File: config.mk
export PLATFORM = sky130hd
export DESIGN_NAME = uart_block_loader
export DESIGN_NICKNAME = d
export VERILOG_FILES = /design/src/rtl/uart_block_loader.sv
export SDC_FILE = /design/constraint.sdc
export NUM_CORES = 1
export LEC_CHECK = 0
export CAP_MARGIN = 10
export CORE_AREA = 4 4 216 218
export CTS_BUF_LIST = sky130_fd_sc_hd__clkbuf_16
export DETAILED_ROUTE_END_ITERATION = 10
export DIE_AREA = 0 0 220 222
export PLACE_DENSITY_LB_ADDON = 0.1
export SETUP_SLACK_MARGIN = 0.4
export SYNTH_ARGS = -nofsm -noshare
export SYNTH_HDL_FRONTEND = slang
export SYNTH_SLANG_ARGS = --single-unit
File: constraint.sdc
create_clock -name CLK -period 2.5 [get_ports CLK]
set_input_delay 0.5 -clock CLK [delete_from_list [all_inputs] [get_ports CLK]]
set_output_delay 0.5 -clock CLK [all_outputs]
set_load 0.02 [all_outputs]
File: src/rtl/uart_block_loader.sv
// uart_block_loader: frames UART receiver bytes into 512-bit SHA-256 blocks.
// A header byte opens a block; 64 payload bytes are packed big-endian into
// 16 x 32-bit words, which are then streamed out over a valid/ready handshake.
//
// Ports:
//   CLK, RST_N        clock (rising edge), asynchronous active-low reset
//   Rx_DV_in          1-cycle byte-valid strobe from the UART receiver
//   Rx_Byte_in        received byte, qualified by Rx_DV_in
//   Word_out          message word (zero while Word_valid_out is low)
//   Word_valid_out    Word_out holds a word for the SHA core
//   Word_ready_in     SHA core accepts the presented word
//   Word_last_out     presented word is the final word of the block
//   Block_done_out    1-cycle pulse after the final word transferred
//   Timeout_err_out   1-cycle pulse when a partial block is abandoned
//   Overrun_out       1-cycle pulse when a byte is dropped while sending
//   Busy_out          a block is being collected or sent
module uart_block_loader #(
    parameter logic [7:0] HEADER_BYTE     = 8'hA5,
    parameter int         WORDS_PER_BLOCK = 16,
    parameter int         TIMEOUT_CYCLES  = 8680
) (
    input  logic        CLK,
    input  logic        RST_N,
    input  logic        Rx_DV_in,
    input  logic [7:0]  Rx_Byte_in,
    output logic [31:0] Word_out,
    output logic        Word_valid_out,
    input  logic        Word_ready_in,
    output logic        Word_last_out,
    output logic        Block_done_out,
    output logic        Timeout_err_out,
    output logic        Overrun_out,
    output logic        Busy_out
);

    localparam int NBYTES = 4 * WORDS_PER_BLOCK;
    localparam int BW     = $clog2(NBYTES);
    localparam int WW     = $clog2(WORDS_PER_BLOCK);
    localparam int TW     = $clog2(TIMEOUT_CYCLES);

    localparam logic [BW-1:0] LAST_BYTE = BW'(NBYTES - 1);
    localparam logic [WW-1:0] LAST_WORD = WW'(WORDS_PER_BLOCK - 1);
    localparam logic [TW-1:0] TIMER_MAX = TW'(TIMEOUT_CYCLES - 1);

    typedef enum logic [1:0] {
        S_IDLE,
        S_COLLECT,
        S_SEND
    } state_t;

    state_t        state;
    logic [BW-1:0] byte_cnt;
    logic [WW-1:0] word_idx;
    logic [TW-1:0] timer;
    logic [31:0]   words [WORDS_PER_BLOCK];

    // Word index of the byte being written; low two bits pick the lane.
    logic [WW-1:0] wsel;
    assign wsel = byte_cnt[BW-1:2];

    // Both are selected from registers only; gating keeps the bus quiet
    // whenever nothing is offered.
    assign Word_out      = Word_valid_out ? words[word_idx] : 32'd0;
    assign Word_last_out = Word_valid_out && (word_idx == LAST_WORD);

    always_ff @(posedge CLK or negedge RST_N) begin
        if (!RST_N) begin
            state           <= S_IDLE;
            byte_cnt        <= '0;
            word_idx        <= '0;
            timer           <= '0;
            Word_valid_out  <= 1'b0;
            Block_done_out  <= 1'b0;
            Timeout_err_out <= 1'b0;
            Overrun_out     <= 1'b0;
            Busy_out        <= 1'b0;
            for (int i = 0; i < WORDS_PER_BLOCK; i++) begin
                words[i] <= 32'd0;
            end
        end else begin
            Block_done_out  <= 1'b0;
            Timeout_err_out <= 1'b0;
            Overrun_out     <= 1'b0;

            unique case (state)
                S_IDLE: begin
                    if (Rx_DV_in && (Rx_Byte_in == HEADER_BYTE)) begin
                        state    <= S_COLLECT;
                        byte_cnt <= '0;
                        timer    <= '0;
                        Busy_out <= 1'b1;
                    end
                end

                S_COLLECT: begin
                    if (Rx_DV_in) begin
                        // Header-valued bytes are ordinary data here.
                        unique case (byte_cnt[1:0])
                            2'd0: words[wsel][31:24] <= Rx_Byte_in;
                            2'd1: words[wsel][23:16] <= Rx_Byte_in;
                            2'd2: words[wsel][15:8]  <= Rx_Byte_in;
                            default: words[wsel][7:0] <= Rx_Byte_in;
                        endcase
                        timer <= '0;
                        if (byte_cnt == LAST_BYTE) begin
                            state          <= S_SEND;
                            word_idx       <= '0;
                            Word_valid_out <= 1'b1;
                        end else begin
                            byte_cnt <= byte_cnt + 1'b1;
                        end
                    end else if (timer == TIMER_MAX) begin
                        // Partial block is abandoned; the next block
                        // rewrites every byte, so no stale data survives.
                        Timeout_err_out <= 1'b1;
                        state           <= S_IDLE;
                        Busy_out        <= 1'b0;
                    end else begin
                        timer <= timer + 1'b1;
                    end
                end

                S_SEND: begin
                    if (Rx_DV_in) begin
                        Overrun_out <= 1'b1;
                    end
                    if (Word_ready_in) begin
                        if (word_idx == LAST_WORD) begin
                            Block_done_out <= 1'b1;
                            Word_valid_out <= 1'b0;
                            Busy_out       <= 1'b0;
                            word_idx       <= '0;
                            state          <= S_IDLE;
                        end else begin
                            word_idx <= word_idx + 1'b1;
                        end
                    end
                end

                default: begin
                    state <= S_IDLE;
                end
            endcase
        end
    end

endmodule

==> results of run 1 <==
==> area by class of cell <==
cell class | instances | area [um2]
fillers | 3121 | 14600
flip-flops and latches | 543 | 13600
multi-input cells | 1078 | 11300
repair buffers | 250 | 2800
clock buffers | 59 | 1480
well taps | 600 | 751
clock inverters | 47 | 357
inverters | 8 | 30.0
==> critical path, stage by stage, from the launching register on <==
cell and delay [ps]:
sky130_fd_sc_hd__dfrtp_4 550, sky130_fd_sc_hd__buf_12 160, sky130_fd_sc_hd__buf_16 130, sky130_fd_sc_hd__buf_6 110, sky130_fd_sc_hd__mux4_2 450, sky130_fd_sc_hd__mux2i_1 150
sky130_fd_sc_hd__buf_4 160, sky130_fd_sc_hd__o22ai_4 60, sky130_fd_sc_hd__buf_6 150
==> through the flow <==
| stage | TNS (ps) | hold WS (ps) | total power, uW |
|---|---|---|---|
| 6_report | -15450 | 483 | 26100 |
| 5_1_grt | -17640 | 503 | 27100 |
| 4_1_cts | -16120 | 490 | 25600 |
| 3_5_place_dp | -16300 | 476 | 16900 |
| 3_3_place_gp | -11220 | 477 | 16700 |
| 2_1_floorplan | 0 | 204 | 14300 |
==> report_power, final <==
part / leakage [uW] / switching, uW / internal (uW)
combinational: 0.00497 / 3850 / 3000
sequential: 0.00752 / 900 / 9950
clock: 0.000941 / 3560 / 4850
==> metal layers <==
metal | routed length [um] | GRT usage | vias to the layer above
met2 | 35200 | 0.464 | 933
li1 | - | - | 7447
met1 | 31000 | 0.440 | 9610
met5 | 0 | 0 | -
met3 | 6060 | 0.0573 | 150
met4 | 2110 | 0.106 | 0
==> placed cells by master, fill, tap and decap left out, drive strengths merged, types with 9 or more instances in the layout <==
cell type / instances
nand3: 21
a31oi: 9
nor2: 81
a22o: 513
inv: 19
mux4: 128
o22ai: 33
ha: 10
clkinv: 29
nand2: 37
clkbuf: 64
and3: 9
buf: 235
dfrtp: 543
o21ai: 63
mux2i: 67
a21o: 18
==> logic make-up after synthesis <==
| family | Yosys count | share of synthesized area |
|---|---|---|
| buf+inv | 142 | 0.0248 |
| mux | 196 | 0.146 |
| flops | 543 | 0.557 |
| compound gates | 671 | 0.225 |
| fa+ha+maj | 10 | 0.00513 |
| simple gates | 201 | 0.0421 |
==> timing repair <==
action                     4_1_cts  5_1_grt
pin swaps                        7        8
hold endpoints to repair        54        0
setup buffers                   23       10
hold buffers                     1        0
cloned                           5        5
gates resized for setup        342      126
setup endpoints to repair      482      472
==> path summary, 6_finish.rpt <==
kind / start / depth (start not counted) / slack, ps / end
max reg2reg: byte_cnt[3]$_DFFE_PN0P_ / 6 / 420 / flop
min in group CLK: flop / 1 / 500 / flop
max in group asynchronous: RST_N / 3 / 1150 / asynchronous set/reset pin
min reg2reg: flop / 1 / 500 / flop
min: RST_N / 2 / 480 / asynchronous set/reset pin
max: word_idx[1]$_DFFE_PN0P_ / 8 / -550 / Word_out[24]
==> metrics, run 1 <==
worst slew slack as a fraction of its limit 0.361; number of placed I/O pins 50; Finished Core Util 0.675; setup repair after global routing missed its margin yes; Top FF cell, synth sky130_fd_sc_hd__dfrtp_1; Residual DRC 0; number of flops mapped to enable cells by yosys 0; sort of element at the start of the critical path flop; violations in the final reports negative setup slack; TritonRoute pass-1 iters 5; overall routed net length 74.4 mm; CTS tree yes; worst voltage drop across the vdd grid 616 uV; register bit total from synthesis between 500 and 600; detail-routed via count per cell 7.02; Max Cap Viol 0; effective utilization at floorplan 0.544; Commonest cells post-synth 543 x sky130_fd_sc_hd__dfrtp_1, 513 x sky130_fd_sc_hd__a22o_1, 128 x sky130_fd_sc_hd__mux4_2; placed insts 2,435; Tightest Hold Check Type primary input to asynchronous set/reset pin; Final Net Count 1,960; leakage power ~0.013 uW; vertical extent of the die about 220 um; TritonCTS Buffers 57; area of the core 44,900 um2; die width about 220 um; iteration-0 DRC count of the detailed router between 1,500 and 2,000; number of setup violations in the final report 33; GRT Resource Usage Total 0.303; initial antenna violation count 0; CTS clock-pin slew for the worst setup and hold paths 60 ps; pin count of the biggest net entering global routing between 70 and 80; number of core rows between 70 and 80; fraction of registers with async set or reset after synthesis 1.00; number of buffers inserted by port buffering 49; fraction of final layout cells sized beyond drive strength 1 0.341; first-pass GRT wire length 114 mm; number of sinks handled by clock tree synthesis about 540; overflow left after global routing 0; total nets after synthesis 1,785; sequential fraction of the synthesis area 0.557; part of the cycle the worst path needs 1.22; arrival time worst endpoint roughly 2600 ps; pwr/cell area 861 nW/um2; data required time at the worst endpoint 2000 ps; post-layout min period 3050 ps; synth unique cells 54; maximum count of clock buffers along a single path 3; portion of synthesized cell area occupied by the leading cell type 0.557; floorplan die area 48,800 um2; slew at the pin closest to its max-slew limit 958 ps; least setup slack across all paths after layout -546 ps; YS warnings 0; Syn Inst Count 1,763; Fin. Hold Viols 0; most common cell in the netlist sky130_fd_sc_hd__dfrtp_1; vias in the first global route 18,700; fmax 328 MHz; root cell of the clock tree sky130_fd_sc_hd__clkbuf_16; HPWL reported at the end of detailed placement 46.0 mm; clock network latency to the later pin of the worst-skew pair 620 ps; mean post-synth cell area 13.8 um2; Syn-to-layout area delta 24.2%; post-route clock skew about 16 ps; count of H-tree levels built during CTS 2; largest driver fanout on the critical path 5; category of the critical setup timing path flop to primary output; post-route ant nets 0; total via count after detailed routing 18,100; number of inserted diodes 0; routed len/inst 28.8 um; summed instance area of the synthesized netlist 24,400 um2; placer's final routability congestion estimate about 0.87; Final Non-Filler Cells 2,585; element type at the critical path end primary output; count of final max-slew check failures 0; Placement Cell Area roughly 27,000 um2; library cell occupying the most area in the post-synthesis netlist sky130_fd_sc_hd__dfrtp_1; post-place setup slack -352 ps; largest cells by area after synthesis sky130_fd_sc_hd__dfrtp_1 56%, sky130_fd_sc_hd__a22o_1 18%, sky130_fd_sc_hd__mux4_2 12%; result of the run complete, but fails checks; cell area after layout 30,300 um2
Power figures use the tool's default switching activity.
==> inputs of run 2 (changes only) <==
--- a/config.mk
+++ b/config.mk
@@ -8,6 +8,7 @@
 export CAP_MARGIN = 10
 export CORE_AREA = 4 4 216 218
 export CTS_BUF_LIST = sky130_fd_sc_hd__clkbuf_16
+export CTS_CLUSTER_DIAMETER = 80
 export DETAILED_ROUTE_END_ITERATION = 10
 export DIE_AREA = 0 0 220 222
 export PLACE_DENSITY_LB_ADDON = 0.1
==> results of run 2 <==
Final layout, timing and power as in run 1 (identical DEF).
